$ cat config.mk
export PLATFORM = sky130hd
export DESIGN_NAME = rename_ctrl_flat
export DESIGN_NICKNAME = d
export VERILOG_FILES = /design/src/rtl/rename_ctrl_if.sv /design/src/rtl/rename_ctrl.sv /design/src/flat_wrapper.sv
export SDC_FILE = /design/constraint.sdc
export NUM_CORES = 1
export LEC_CHECK = 0
export CAP_MARGIN = 20
export CORE_UTILIZATION = 25
export CTS_BUF_LIST = sky130_fd_sc_hd__clkbuf_4 sky130_fd_sc_hd__clkbuf_8
export DETAILED_ROUTE_END_ITERATION = 7
export PLACE_DENSITY = 0.41
export SYNTH_ARGS = -nofsm -noshare
export SYNTH_HDL_FRONTEND = slang
export SYNTH_SLANG_ARGS = --single-unit
export TNS_END_PERCENT = 30
$ cat constraint.sdc
create_clock -name clk -period 12.3 [get_ports clk]
set_input_delay 2.46 -clock clk [delete_from_list [all_inputs] [get_ports clk]]
set_output_delay 2.46 -clock clk [all_outputs]
set_load 0.02 [all_outputs]
$ cat src/rtl/rename_ctrl_if.sv
// Rename-side handshake bundle between the rename stage and the rename controller:
// rename request/response, writeback, commit and flush.
interface rename_ctrl_if #(
  parameter int unsigned NUM_LRS    = 10,
  parameter int unsigned ADDR_WIDTH = 5
);
  localparam int unsigned LW = $clog2(NUM_LRS);

  logic                  req_valid;
  logic [LW-1:0]         req_lr;
  logic                  req_ready;
  logic [ADDR_WIDTH-1:0] rsp_pr;
  logic [ADDR_WIDTH-1:0] rsp_old_pr;
  logic                  wb_valid;
  logic [ADDR_WIDTH-1:0] wb_pr;
  logic                  commit_valid;
  logic [LW-1:0]         commit_lr;
  logic [ADDR_WIDTH-1:0] commit_pr;
  logic                  flush;

  modport master (
    output req_valid, req_lr, wb_valid, wb_pr, commit_valid, commit_lr, commit_pr, flush,
    input  req_ready, rsp_pr, rsp_old_pr
  );

  modport slave (
    input  req_valid, req_lr, wb_valid, wb_pr, commit_valid, commit_lr, commit_pr, flush,
    output req_ready, rsp_pr, rsp_old_pr
  );
endinterface

$ cat src/rtl/rename_ctrl.sv
// Rename controller: owns the PR free list and committed map, and computes the RAT's
// next-state assignments/done flags for rename, writeback, commit and flush recovery.
module rename_ctrl #(
  parameter int unsigned NUM_LRS    = 10,
  parameter int unsigned ADDR_WIDTH = 5,
  parameter int unsigned NUM_PRS    = 32
) (
  input  logic                            clk,
  input  logic                            rst,
  input  logic [NUM_LRS*ADDR_WIDTH-1:0]   rat_assign,
  input  logic [NUM_LRS-1:0]              rat_done,
  output logic [NUM_LRS*ADDR_WIDTH-1:0]   assign_next,
  output logic [NUM_LRS-1:0]              done_next,
  rename_ctrl_if.slave                    bus,
  output logic [$clog2(NUM_PRS+1)-1:0]    free_count,
  output logic                            busy
);

  localparam int unsigned LW  = $clog2(NUM_LRS);
  localparam int unsigned FCW = $clog2(NUM_PRS + 1);
  localparam int unsigned AW  = ADDR_WIDTH;

  typedef enum logic [1:0] {
    ST_INIT,
    ST_RUN,
    ST_RESTORE,
    ST_SWEEP
  } state_e;

  state_e                  state_q, state_d;
  logic [NUM_PRS-1:0]      free_q, free_d;
  logic [NUM_LRS*AW-1:0]   cmap_q, cmap_d;
  logic [AW-1:0]           cnt_q, cnt_d;
  logic [FCW-1:0]          fcnt_q, fcnt_d;

  logic [AW-1:0]           alloc_pr;
  logic                    any_free;
  logic                    sweep_hit;
  logic                    hs;
  logic                    commit_hit;
  logic [AW-1:0]           old_pr;

  // LR i -> PR i, the map loaded at power-up.
  function automatic logic [NUM_LRS*AW-1:0] identity_map();
    logic [NUM_LRS*AW-1:0] r;
    r = '0;
    for (int i = 0; i < int'(NUM_LRS); i++) begin
      r[i*AW +: AW] = AW'(i);
    end
    return r;
  endfunction

  // Every PR above the identity-mapped range starts free.
  function automatic logic [NUM_PRS-1:0] reset_free();
    logic [NUM_PRS-1:0] r;
    r = '0;
    for (int p = 0; p < int'(NUM_PRS); p++) begin
      r[p] = (p >= int'(NUM_LRS));
    end
    return r;
  endfunction

  // Lowest-index free PR is the allocation candidate.
  always_comb begin
    alloc_pr = '0;
    any_free = |free_q;
    for (int p = int'(NUM_PRS) - 1; p >= 0; p--) begin
      if (free_q[p]) begin
        alloc_pr = AW'(p);
      end
    end
  end

  // During the sweep, a PR stays allocated iff some LR's committed mapping points at it.
  always_comb begin
    sweep_hit = 1'b0;
    for (int i = 0; i < int'(NUM_LRS); i++) begin
      if (cmap_q[i*AW +: AW] == cnt_q) begin
        sweep_hit = 1'b1;
      end
    end
  end

  always_comb begin
    state_d        = state_q;
    free_d         = free_q;
    cmap_d         = cmap_q;
    cnt_d          = cnt_q;
    assign_next    = rat_assign;
    done_next      = rat_done;
    bus.req_ready  = 1'b0;
    bus.rsp_pr     = alloc_pr;
    bus.rsp_old_pr = '0;
    hs             = 1'b0;
    commit_hit     = 1'b0;
    old_pr         = '0;

    unique case (state_q)
      ST_INIT: begin
        assign_next = identity_map();
        done_next   = '1;
        state_d     = ST_RUN;
      end

      ST_RUN: begin
        bus.req_ready = any_free & ~bus.flush;
        hs            = bus.req_valid & bus.req_ready;

        // Writeback sets done first so a same-cycle rename of that LR overrides it.
        for (int i = 0; i < int'(NUM_LRS); i++) begin
          if (bus.wb_valid && (rat_assign[i*AW +: AW] == bus.wb_pr)) begin
            done_next[i] = 1'b1;
          end
          if (LW'(i) == bus.req_lr) begin
            bus.rsp_old_pr = rat_assign[i*AW +: AW];
            if (hs) begin
              assign_next[i*AW +: AW] = alloc_pr;
              done_next[i]            = 1'b0;
            end
          end
          if (bus.commit_valid && (LW'(i) == bus.commit_lr)) begin
            commit_hit            = 1'b1;
            old_pr                = cmap_q[i*AW +: AW];
            cmap_d[i*AW +: AW]    = bus.commit_pr;
          end
        end

        // A PR released by commit becomes allocatable only from next cycle.
        for (int p = 0; p < int'(NUM_PRS); p++) begin
          if (hs && (AW'(p) == alloc_pr)) begin
            free_d[p] = 1'b0;
          end
          if (commit_hit && (old_pr != bus.commit_pr) && (AW'(p) == old_pr)) begin
            free_d[p] = 1'b1;
          end
        end

        if (bus.flush) begin
          state_d = ST_RESTORE;
        end
      end

      ST_RESTORE: begin
        assign_next = cmap_q;
        done_next   = '1;
        free_d      = '0;
        cnt_d       = '0;
        state_d     = ST_SWEEP;
      end

      ST_SWEEP: begin
        for (int p = 0; p < int'(NUM_PRS); p++) begin
          if (AW'(p) == cnt_q) begin
            free_d[p] = ~sweep_hit;
          end
        end
        cnt_d = cnt_q + AW'(1);
        if (cnt_q == AW'(NUM_PRS - 1)) begin
          state_d = ST_RUN;
        end
      end

      default: begin
        state_d = ST_INIT;
      end
    endcase
  end

  // Registered free count is the population of the next free bitmap.
  always_comb begin
    fcnt_d = '0;
    for (int p = 0; p < int'(NUM_PRS); p++) begin
      fcnt_d = fcnt_d + FCW'(free_d[p]);
    end
  end

  always_ff @(posedge clk) begin
    if (rst) begin
      state_q <= ST_INIT;
      free_q  <= reset_free();
      cmap_q  <= identity_map();
      cnt_q   <= '0;
      fcnt_q  <= FCW'(NUM_PRS - NUM_LRS);
    end else begin
      state_q <= state_d;
      free_q  <= free_d;
      cmap_q  <= cmap_d;
      cnt_q   <= cnt_d;
      fcnt_q  <= fcnt_d;
    end
  end

  assign free_count = fcnt_q;
  assign busy       = (state_q != ST_RUN);

endmodule

$ cat src/flat_wrapper.sv
// flat-port wrapper written by rule: the top's interface ports become plain ports
module rename_ctrl_flat 
#(
  parameter int unsigned NUM_LRS    = 10,
  parameter int unsigned ADDR_WIDTH = 5,
  parameter int unsigned NUM_PRS    = 32
)
  (clk, rst, rat_assign, rat_done, assign_next, done_next, free_count, busy, bus_req_valid, bus_req_lr, bus_wb_valid, bus_wb_pr, bus_commit_valid, bus_commit_lr, bus_commit_pr, bus_flush, bus_req_ready, bus_rsp_pr, bus_rsp_old_pr);
  rename_ctrl_if #(.NUM_LRS(NUM_LRS), .ADDR_WIDTH(ADDR_WIDTH)) bus_i ();
  input  logic clk;
  input  logic rst;
  input  logic [NUM_LRS*ADDR_WIDTH-1:0] rat_assign;
  input  logic [NUM_LRS-1:0] rat_done;
  output logic [NUM_LRS*ADDR_WIDTH-1:0] assign_next;
  output logic [NUM_LRS-1:0] done_next;
  output logic [$clog2(NUM_PRS+1)-1:0] free_count;
  output logic busy;
  input wire logic [$bits(bus_i.req_valid)-1:0] bus_req_valid;
  input wire logic [$bits(bus_i.req_lr)-1:0] bus_req_lr;
  input wire logic [$bits(bus_i.wb_valid)-1:0] bus_wb_valid;
  input wire logic [$bits(bus_i.wb_pr)-1:0] bus_wb_pr;
  input wire logic [$bits(bus_i.commit_valid)-1:0] bus_commit_valid;
  input wire logic [$bits(bus_i.commit_lr)-1:0] bus_commit_lr;
  input wire logic [$bits(bus_i.commit_pr)-1:0] bus_commit_pr;
  input wire logic [$bits(bus_i.flush)-1:0] bus_flush;
  output wire logic [$bits(bus_i.req_ready)-1:0] bus_req_ready;
  output wire logic [$bits(bus_i.rsp_pr)-1:0] bus_rsp_pr;
  output wire logic [$bits(bus_i.rsp_old_pr)-1:0] bus_rsp_old_pr;
  assign bus_i.req_valid = bus_req_valid;
  assign bus_i.req_lr = bus_req_lr;
  assign bus_i.wb_valid = bus_wb_valid;
  assign bus_i.wb_pr = bus_wb_pr;
  assign bus_i.commit_valid = bus_commit_valid;
  assign bus_i.commit_lr = bus_commit_lr;
  assign bus_i.commit_pr = bus_commit_pr;
  assign bus_i.flush = bus_flush;
  assign bus_req_ready = bus_i.req_ready;
  assign bus_rsp_pr = bus_i.rsp_pr;
  assign bus_rsp_old_pr = bus_i.rsp_old_pr;
  rename_ctrl #(.NUM_LRS(NUM_LRS), .ADDR_WIDTH(ADDR_WIDTH), .NUM_PRS(NUM_PRS)) u_core (.clk(clk), .rst(rst), .rat_assign(rat_assign), .rat_done(rat_done), .assign_next(assign_next), .done_next(done_next), .bus(bus_i), .free_count(free_count), .busy(busy));
endmodule
Word-level counts from Yosys, hierarchy flattened:

Index checks and enable logic that the tools add are counted.

* register bits after elaboration: 95
* input port bits: 84
* output and inout port bits: 78
* logic and storage cells: 523

* add/subtract/negate cells: 32
* equality and inequality tests: 139
* multiplexer cells: 229
* bitwise operators: 4
* reductions and logical operators: 105

Operator list (number)
* two-way mux 5 bit: 74
* == test 5 bit, first input constant: 48
* adder 6 x 1 -> 6 bit: 30
* case mux 50 bit (3 select lines): 1
* two-way mux 1 bit: 148
* == test 4 x 5 -> 1 bit, first input constant: 24
* == test 5 bit: 20
* case mux 32 bit (3 select lines): 1
* logical AND 1 bit: 85
* == test 3 x 5 -> 1 bit, first input constant: 12
* == test 3 x 4 -> 1 bit, first input constant: 8
* OR reduction 32 bit: 1
* == test 2 x 5 -> 1 bit, first input constant: 6
* AND reduction 2 bit: 11
* case mux 10 bit (2 select lines): 1
* == test 2 x 4 -> 1 bit, first input constant: 4
* == test 4 bit, first input constant: 4
* == test 1 x 5 -> 1 bit, first input constant: 3
* zero test 5 bit: 3
* case mux 5 bit (2 select lines): 1
* == test 1 x 4 -> 1 bit, first input constant: 2
* zero test 4 bit: 2
* case mux 2 bit (4 select lines): 1
* adder 5 x 1 -> 5 bit, second input constant: 1
* other kinds (13): 18

Logic depth before layout (Yosys ltp):

* word-level depth: 68
* depth in mapped cells: 29

Worst setup path after synthesis:

Ideal clock, no wire load.

* kind: in2reg
* start point: input bus_commit_valid
* end point: register u_core.fcnt_q[4] (netlist: u_core.free_count[4])
* setup time: 0.117 ns
* arrival: 9.185 ns
* data required time: 12.183 ns
* path slack: 2.998 ns
* stages: 27
* cell sequence: buf_2 -> or3b_1 -> o32ai_1 -> a221oi_1 -> or3_4 -> xnor2_2 -> nand4_2 -> clkbuf_1 -> nand3_1 -> nand3_1 -> ha_1 -> fa_1 -> inv_1 -> fa_1 -> inv_1 -> fa_1 -> fa_1 -> fa_1 -> fa_1 -> fa_1 -> inv_1 -> fa_1 -> inv_1 -> a21o_1 -> a21oi_1 -> xor2_1 -> nand2b_1

* cells in the longest elaborated chain, start to end: 48
* elaborated cells on any way between the ends: 162
* those cells by class: add/sub: 31; eq/ne: 32; mux: 55; reduce/logical: 44

Ends and longest elaborated chain
* start: declaration: RTL line flat_wrapper.sv:22 `input wire logic [$bits(bus_i.commit_valid)-1:0] bus_commit_valid;`
* logical AND 1 bit: RTL line rename_ctrl.sv:121 `if (bus.commit_valid && (LW'(i) == bus.commit_lr)) begin`
* two-way mux 5 bit (10 in a row): RTL line rename_ctrl.sv:121
* two-way mux 5 bit: RTL line rename_ctrl.sv:98 `unique case (state_q)`
* inequality test 5 bit: RTL line rename_ctrl.sv:133 `if (commit_hit && (old_pr != bus.commit_pr) && (AW'(p) == old_pr)) begin`
* logical AND 1 bit: RTL line rename_ctrl.sv:133
* logical AND 1 bit (*): RTL line rename_ctrl.sv:133
* two-way mux 1 bit (*): RTL line rename_ctrl.sv:133
* case mux 32 bit (3 select lines) (*): RTL line rename_ctrl.sv:98
* via u_core.free_d[1]: RTL line rename_ctrl.sv:31 `logic [NUM_PRS-1:0] free_q, free_d;`
* adder 1 x 1 -> 2 bit (*): RTL line rename_ctrl.sv:173 `fcnt_d = fcnt_d + FCW'(free_d[p]);`
* adder 6 x 1 -> 6 bit (*) (30 in a row): RTL line rename_ctrl.sv:173
* end signal: assignment: RTL line rename_ctrl.sv:183 `fcnt_q <= FCW'(NUM_PRS - NUM_LRS);`
* end signal: assignment: RTL line rename_ctrl.sv:189 `fcnt_q <= fcnt_d;`
* end: declaration: RTL line rename_ctrl.sv:34 `logic [FCW-1:0] fcnt_q, fcnt_d;`

The timed path passes the listed nets; every way through them passes the cells marked *. The select of a mux whose other input is x is not followed.
A chain may end at the register's enable or synchronous reset.

Worst setup path after layout:

* start point: input bus_commit_lr[1]
* end point: register u_core.fcnt_q[4] (netlist: u_core.free_count[4])

* cells in the longest elaborated chain, start to end: 49
* elaborated cells on any way between the ends: 172
* those cells by class: add/sub: 31; eq/ne: 41; mux: 55; reduce/logical: 45

Ends and longest elaborated chain
* start: declaration: RTL line flat_wrapper.sv:23 `input wire logic [$bits(bus_i.commit_lr)-1:0] bus_commit_lr;`
* zero test 4 bit: RTL line rename_ctrl.sv:121
* logical AND 1 bit: RTL line rename_ctrl.sv:121
* two-way mux 5 bit (10 in a row): RTL line rename_ctrl.sv:121
* two-way mux 5 bit: RTL line rename_ctrl.sv:98
* inequality test 5 bit: RTL line rename_ctrl.sv:133
* logical AND 1 bit (2 in a row): RTL line rename_ctrl.sv:133
* two-way mux 1 bit: RTL line rename_ctrl.sv:133
* case mux 32 bit (3 select lines) (*): RTL line rename_ctrl.sv:98
* adder 1 x 1 -> 2 bit: RTL line rename_ctrl.sv:173
* adder 6 x 1 -> 6 bit (29 in a row): RTL line rename_ctrl.sv:173
* adder 6 x 1 -> 6 bit (*): RTL line rename_ctrl.sv:173

Every way passes the cells marked *; elsewhere a longest branch is shown, timed or not. The select of a mux whose other input is x is not followed.

==> key figures <==
Layout
  – Most frequent cells in the layout: clkdlybuf4s50_1 (160), a21oi_1 (131), nand2_1 (129), nor2_1 (128), dfxtp_1 (95)
  – Final #Nets: 1633
  – Layout cells sized above 1: around 4.2%
  – Post-layout util: 31.07%
  – Final Non-Filler Cells: 2036
  – Synth-to-Final Area Change: 21.78%
  – Antenna cells: 0
  – Most common cell after layout, fill and taps aside: clkdlybuf4s50_1

Clocking
  – Clk sink count: 95
  – Post-CTS resize count: 0
  – Clk pin slew, worst setup/hold paths: between 0.1 and 0.15 ns
  – Hold Buf Count CTS: 0
  – Max Root-Sink Buffers: 2
  – Inserted Clock Buffers: 9
  – CTS tree: built
  – Worst-Skew Late Latency: 0.41 ns
  – H-tree levels: 3
  – Clk root buf: clkbuf_8
  – Post-CTS Setup Inserts: 0

Worst setup path
  – CP endpoint kind: flop
  – Crit-path leading delay family: adder cells
  – CP Max Fanout: 23
  – Reg2reg end: u_core.free_count[4]
  – Critical path arrival: 10.38 ns
  – Most used cell, CP: fa_1
  – CP bufs+invs: 5
  – WP data required: 12.62 ns
  – Slowest cell on crit path: clkdlybuf4s50_1
  – Crit Path Class: in -> reg
  – Crit start category: input pin
  – Crit-path cells: clkdlybuf4s50_1 -> buf_4 -> mux2i_1 -> o2bb2ai_1 -> o21ai_0 -> nand2_1 -> nor3b_1 -> nand3_1 -> and3_1 -> fa_1 -> fa_1 -> inv_1 -> fa_1 -> fa_1 -> fa_1 -> fa_1 -> fa_1 -> inv_1 -> fa_1 -> inv_1 -> a21o_1 -> a21oi_1 -> xor2_1 -> nand2b_1
  – Critical R2R Launch: u_core.free_q[25]
  – Reg2Reg Setup Slack: 4.31 ns
  – Worst R2R Path Depth: 23
  – Crit-path max cell delay: just over 1 ns

Die
  – Die area: between 40000 and 50000 sq um
  – # rows: 73
  – Die Wd: 203.8 microns
  – I/O pin count: 162
  – Die height: just over 200 microns
  – Core Footprint: 39910 sq um
  – Initial core utilization: 25.52%

Timing
  – Setup Skew: 0.01764 ns
  – Hold Fails Final Rpt: 0
  – Post-Route Setup TNS: 0 ns
  – Final Cycle Share: just over 80%
  – Slew Limit Fails: 0
  – Post-layout minimum cycle time: 10.06 ns
  – Final worst slack: 2.241 ns
  – Worst-margin pin slew: 1.057 ns
  – Final setup vio count: 0
  – Fmax: roughly 100 MHz
  – Slew HR: between 20 and 30%
  – RSZ-0062 raised after global routing: false

Min path
  – WHS Endpoint: u_core.cmap_q[28]
  – Hold depth: 2
  – Hold_sp: u_core.cmap_q[28]
  – Min-Delay Path Class: reg -> reg

Yosys
  – Seq cells post-synth: 95
  – Synth async-reset ratio: 0%
  – Synth Warn #: 0
  – Syn Nets: 1551
  – Post-synth cell types: 83
  – Post-synth EDFFs: 0
  – Dominant synthesized flop cell: dfxtp_1
  – Sequential area share after synthesis: a little under a fifth
  – Post-synthesis area per instance: ~7.2 sq um
  – Synth Instances: around 1400
  – Netlist Area Pre-Place: 10180 sq um

Routing
  – Drt first pass iters: 6
  – DRC: 0
  – Final wirelength: ~49000 microns
  – Total number of vias: 11440
  – Vias per inst: 5.617
  – Routed Antenna Nets: 0
  – WL/cell: 24.14 microns
  – Drt first-iter violations: 1191

Global route
  – Grt ovf: 0
  – Vias in the first global route: 10560
  – Pin count of the biggest net entering global routing: 96
  – First-pass GRT wire length: 71600 microns
  – GRT Resource Usage Total: 23.06%
  – Initial antenna violation count: 0

Placement
  – I/O Buffers: ~160
  – Routability cong.: between 0.8 and 0.9
  – Placed cells: roughly 2000
  – Worst slack at placement: 1.837 ns
  – Final HPWL DP: 37920 microns

Run
  – Max-cap violations: 0

Status
  – Status: finished, final reports clean
[cell type report]
| class | instances | area, sq um |
|---|---|---|
| Multi-Input combinational cell | 1144 | 7577 |
| Tap cell | 525 | 656.9 |
| Inverter | 75 | 281.5 |
| Timing Repair Buffer | 181 | 1757 |
| Clock buffer | 9 | 123.9 |
| Sequential cell | 95 | 1902 |
| Clock inverter | 7 | 105.1 |
| Fill cell | 4298 | 27510 |
[registers in the layout (all words and copies together) (netlist names)]
signal and cells:
u_core.cnt_q 5, u_core.state_q 2, u_core.free_count 6, u_core.free_q 32, u_core.cmap_q 50
[cell usage after synthesis (all sizes together) (5+ instances only)]
library cell,n,area (sq um)
xnor2,48,427.9
a31oi,21,131.4
nand3b,11,82.58
clkbuf,84,315.3
a22oi,41,307.8
nor2,128,480.5
a41oi,7,61.31
ha,19,237.7
o21ai,67,335.3
a21o,5,37.54
nor2b,30,187.7
o22ai,33,206.5
nand2,129,484.2
nand4,12,81.33
nand3,72,360.4
and2,10,62.56
a32oi,10,87.58
mux2i,33,330.3
buf,26,131.4
a211o,18,157.7
nor4,25,162.6
a311o,6,60.06
nor3,36,185.2
or3,9,66.31
fa,24,480.5
dfxtp,95,1902
mux4,5,112.6
nand2b,21,131.4
a22o,9,78.83
o311ai,10,87.59
and3,16,100.1
o211ai,6,45.04
a21oi,131,655.6
xor2,59,516.8
nand4b,14,122.6
o221ai,5,43.79
inv,74,277.8
[tightest hold or removal path, stage by stage, from the launching register on]
cell	delay (ns)
dfxtp_1	0.38
o21ai_0	0.10
a21oi_1	0.06
[logic make-up (layout without fill, tap and decap cells)]
| family | after synthesis | in the layout | synth area share (%) |
|---|---|---|---|
| AND/OR/NAND/NOR | 533 | 533 | 26.19 |
| AO/OA/AOI/OAI | 422 | 422 | 27.20 |
| buffers and inverters | 185 | 272 | 7.150 |
| XOR/XNOR | 107 | 107 | 9.275 |
| flip-flops | 95 | 95 | 18.67 |
| adder cells (fa/ha/maj) | 43 | 43 | 7.052 |
| multiplexers | 39 | 39 | 4.460 |
[through the flow]
stage / hold WS [ns] / area (sq um)
finish: 0.5765 / 12400
global route: 0.6074 / 12400
CTS: 0.5791 / 12400
global placement: 0.5607 / 12170
detailed placement: 0.5605 / 12170
floorplan: 0.4715 / 10180
[worst max-delay path by stage]
| stage | from | to | slack, ns | cells after the start |
|---|---|---|---|---|
| 4_1_cts | bus_commit_lr[1] | u_core.free_count[4] | 2.27 | 24 |
| 3_5_place_dp | bus_commit_lr[1] | u_core.free_count[4] | 1.84 | 24 |
| 5_1_grt | bus_commit_lr[1] | u_core.free_count[4] | 1.76 | 24 |
| 3_3_place_gp | bus_commit_lr[1] | u_core.free_count[4] | 1.90 | 26 |
| 2_1_floorplan | bus_commit_valid | u_core.free_count[4] | 3.00 | 27 |
| 6_report | bus_commit_lr[1] | u_core.free_count[4] | 2.24 | 24 |
[routing by layer]
| layer | vias up | track usage (%) | routed length (microns) |
|---|---|---|---|
| met3 | 45 | 3.763 | 4051 |
| met2 | 545 | 32.33 | 19980 |
| met4 | 0 | 5.639 | 828 |
| li1 | 5330 | - | - |
| met1 | 5517 | 35.70 | 24280 |
| met5 | - | 0 | 0 |
Power is left out: the tool's default activity adds up to more than one toggle a clock period on the data nets, which glitch-free logic cannot reach.
==> RTL edit 1, RTL diff (config.mk and constraints unchanged) <==
Reset style: asynchronous (`rst`), changed in one clocked block.
--- a/src/rtl/rename_ctrl.sv
+++ b/src/rtl/rename_ctrl.sv
@@ -174,7 +174,7 @@
     end
   end
 
-  always_ff @(posedge clk) begin
+  always_ff @(posedge clk or posedge rst) begin
     if (rst) begin
       state_q <= ST_INIT;
       free_q  <= reset_free();
Check against the original RTL: differs if rst is asserted again (counterexample within 4 cycles, from zero or initial values and one cycle with rst high); with rst held inactive, the same outputs for 4 cycles.
==> RTL edit 1 against the unedited design <==
  * Synthesized area grew 1.3%
  * Sequential cell count is the same
  * Cell count down 7.0%
  * Highest routed layer unchanged
  * Cell area grew 1.2%
  * Wire length down 3.5%
  * Critical path type unchanged
  * Critical path depth is 1 lower
  * Non-clock buffer count down 1
  * Global-route usage is 0.54 points lower
  * Critical endpoint is now u_core.free_count[4]$_DFF_PP1_
  * Setup slack got worse by 340 ps
  * Clock skew fell by 0.61 ps
==> RTL edit 1: results (changes against the unedited design) <==
Register area share after synthesis: 23.5% (+4.8 points)
Worst path arrival time: 10730 ps (+350 ps)
Fillers: 4361 (+1.5%)
Total track usage: 22.5% (-0.54 points)
Hold path endpoint: u_core.state_q[0]$_DFFE_PP0P_
Pre-antenna DRT Iters: 7 (+1)
Main area contributors after synthesis: dfrtp_1 (13%), dfstp_2 (10%), mux2_2 (8.0%)
Post-synth cell types: 85 (+2.4%)
Synth top cells by count: a21oi_1 (112), nand2_1 (103), xnor2_1 (91), inv_1 (88)
Synthesized net count: 1380 (-11%)
Post-DP HPWL: 36.9 mm (-2.8%)
Worst hold start: u_core.state_q[0]$_DFFE_PP0P_
Met2 Usage GRT: 33.9% (+1.5 points)
End of the critical path: u_core.free_count[4]$_DFF_PP1_
Total Wirelength: 47.4 mm (-3.5%)
Via/cell ratio: 5.57 (-0.77%)
Core Util, Final: 30.8% (-0.27 points)
Setup Skew: 17.0 ps (-0.611 ps)
Share of cells above drive strength 1: 13.2% (+9.0 points)
Iteration-0 DRC count of the detailed router: 1184 (-0.59%)
Met1 usage: 34.1% (-1.6 points)
Share of flip-flops with an asynchronous set or reset: 100% (+100 points)
Initial antenna violation count: 0 (unchanged)
FF-to-FF Start: u_core.cnt_q[3]$_DFFE_PP0P_
Synth Flop Type: dfrtp_1
Avg Cell Area, Syn: 8.24 µm² (+15%)
DP Worst Slack: 1520 ps (-312 ps)
Non-Filler Instances: 1893 (-7.0%)
Number of global-route vias before repair: 10100 (-4.2%)
Flop-to-flop setup slack: 4430 ps (+120 ps)
CP max stage delay: 1230 ps (+210 ps)
Pin count of the biggest net entering global routing: 72 (-25%)
Met3 Use GR: 2.82% (-0.94 points)
Status: finished, final reports clean
Global-route wire length before repair: 70.1 mm (-2.0%)
R2R cell count: 24 (+4.3%)
Global placement routability congestion: 0.909 (+1.5%)
Nets: 1483 (-9.2%)
CP max FO: 30 (+30%)
-- RTL edit 1: cell types whose count changed after synthesis, sizes merged, moves of 40 or more --
cell | unedited run | this run
nor2 | 128 | 73
dfxtp | 95 | 0
xor2 | 59 | 13
xnor2 | 48 | 91
dfrtp | 0 | 55
mux2 | 1 | 75
dfstp | 0 | 40
-- RTL edit 1: layout make-up --
cell class / count / share of cell area, %
Multi-Input combinational cell: 979 / 57.1
Sequential cell: 95 / 19.3
Timing Repair Buffer: 180 / 14.0
Tap cell: 532 / 5.30
Inverter: 91 / 2.74
Clock buffer: 9 / 0.987
Clock inverter: 7 / 0.568
-- RTL edit 1: per-layer routing --
layer,vias up,part of all wire [%]
met1,5257,48
met4,0,1.2
li1,4803,-
met5,-,0
met3,32,6.9
met2,460,43
-- RTL edit 1: logic make-up after synthesis --
group,Yosys count,share of synthesized area [%]
AND/OR/NAND/NOR,354,17.0
buffers and inverters,179,7.21
XOR/XNOR,104,8.83
adder cells (fa/ha/maj),43,6.96
multiplexers,96,11.0
flip-flops,95,23.5
AO/OA/AOI/OAI,382,25.5
-- RTL edit 1: worst max-delay path, delay by kind of cell --
family	cells	cell delay (ps)
compound gates	6	1420
fa+ha+maj	9	4110
simple gates	1	790
xor+xnor	1	140
mux	1	310
buf+inv	5	1470
-- RTL edit 1: power groups by stage --
stage	clock network [W]	registers (W)	logic, W
after floorplan	0	0.000509	0.00113
after global placement	0	0.000645	0.00177
after detailed placement	0	0.000643	0.00177
after CTS	0.000231	0.000637	0.00178
after global routing	0.000238	0.000655	0.00192
final	0.000224	0.000645	0.00177
==> RTL edit 2, RTL diff (same flow settings) <==
Without the edit above. `NUM_LRS` is set to 10 in 3 places; all go to 5.
--- a/src/rtl/rename_ctrl_if.sv
+++ b/src/rtl/rename_ctrl_if.sv
@@ -1,7 +1,7 @@
 // Rename-side handshake bundle between the rename stage and the rename controller:
 // rename request/response, writeback, commit and flush.
 interface rename_ctrl_if #(
-  parameter int unsigned NUM_LRS    = 10,
+  parameter int unsigned NUM_LRS    = 5,
   parameter int unsigned ADDR_WIDTH = 5
 );
   localparam int unsigned LW = $clog2(NUM_LRS);
--- a/src/rtl/rename_ctrl.sv
+++ b/src/rtl/rename_ctrl.sv
@@ -1,7 +1,7 @@
 // Rename controller: owns the PR free list and committed map, and computes the RAT's
 // next-state assignments/done flags for rename, writeback, commit and flush recovery.
 module rename_ctrl #(
-  parameter int unsigned NUM_LRS    = 10,
+  parameter int unsigned NUM_LRS    = 5,
   parameter int unsigned ADDR_WIDTH = 5,
   parameter int unsigned NUM_PRS    = 32
 ) (
--- a/src/flat_wrapper.sv
+++ b/src/flat_wrapper.sv
@@ -1,7 +1,7 @@
 // flat-port wrapper written by rule: the top's interface ports become plain ports
 module rename_ctrl_flat 
 #(
-  parameter int unsigned NUM_LRS    = 10,
+  parameter int unsigned NUM_LRS    = 5,
   parameter int unsigned ADDR_WIDTH = 5,
   parameter int unsigned NUM_PRS    = 32
 )
Ports: changed (6 resized); port bits go from 162 to 100. The function was not compared with the original's and may differ.
==> RTL edit 2 against the unedited design <==
  * Count of clock-buffer cells in the layout grew 2
  * Setup slack lost 310 ps
  * Cell area shrank 28%
  * Sequential cell count shrank 25
  * Critical path depth is the same
  * Synthesized area shrank 28%
  * Wire length shrank 34%
Power is not shown: default switching activity piles up to over one toggle a cycle in this logic, so the estimate is an artifact.
==> RTL edit 2: results (changes against the unedited design) <==
Main area contributors after synthesis: dfxtp_1 (19%), fa_1 (6.6%), xor2_1 (5.4%)
Clock Latency Late Sink: 380 ps (-30 ps)
Post-synth cell types: 75 (-9.6%)
Xor-xnor portion of the synthesized cell area: 6.83% (-2.4 points)
Top reg by flops: u_core.free_q
Data buffer area share: 12.4% (-1.7 points)
Via count: 7738 (-32%)
Worst path arrival time: 10600 ps (+220 ps)
CP startpoint: bus_commit_valid
Setup WS post-layout: 1930 ps (-310 ps)
Total track usage: 21.4% (-1.6 points)
Global placement routability congestion: 0.911 (+1.8%)
DP Worst Slack: 1610 ps (-229 ps)
Global-route wire length before repair: 48.5 mm (-32%)
Register area share after synthesis: 19.2% (+0.51 points)
Post-DP HPWL: 24.4 mm (-36%)
Multiplexer share of the synthesized area: 5.40% (+0.94 points)
Synth top cells by count: nor2_1 (80), inv_1 (71), dfxtp_1 (70), nand2_1 (68), a21oi_1 (67)
Status: finished, final reports clean
Placed Area: 8630 µm² (-29%)
Share of cells above drive strength 1: 6.16% (+2.0 points)
Register clock-pin slew on the reported worst setup and hold paths: 90 ps (-30 ps)
Sink Count: 70 (-26%)
FF-to-FF Start: u_core.free_q[5]$_SDFF_PP1_
Flop-to-flop setup slack: 3910 ps (-400 ps)
Layout clock area frac: 2.83% (+0.99 points)
Post-Synth Adder-Cell Area: 9.83% (+2.8 points)
Worst hold start: u_core.cmap_q[23]$_SDFFE_PP0P_
Synth Area in Compound Gates: 30.2% (+3.0 points)
RTL edit 2: cell types whose count changed after synthesis, moves of 30 or more:
cell,delta
a21oi_1,-64
nand2_1,-61
nand3_1,-39
nor2_1,-48
o22ai_1,-30
xnor2_1,-35
RTL edit 2: path summary, 6_finish.rpt:
check                                          to  cells past startpoint
hold reg to reg    u_core.cmap_q[23]$_SDFFE_PP0P_                      2
setup reg to reg  u_core.free_count[4]$_SDFF_PP1_                     23
setup / recovery  u_core.free_count[4]$_SDFF_PP1_                     24
hold / removal     u_core.cmap_q[23]$_SDFFE_PP0P_                      2
RTL edit 2: layer usage:
| metal | up-vias | routed length, µm | global-route usage, % |
|---|---|---|---|
| met2 | 345 | 14400 | 33.1 |
| met3 | 38 | 2150 | 2.68 |
| li1 | 3618 | - | - |
| met4 | 0 | 759 | 6.86 |
| met5 | - | 0 | 0 |
| met1 | 3737 | 15000 | 30.8 |
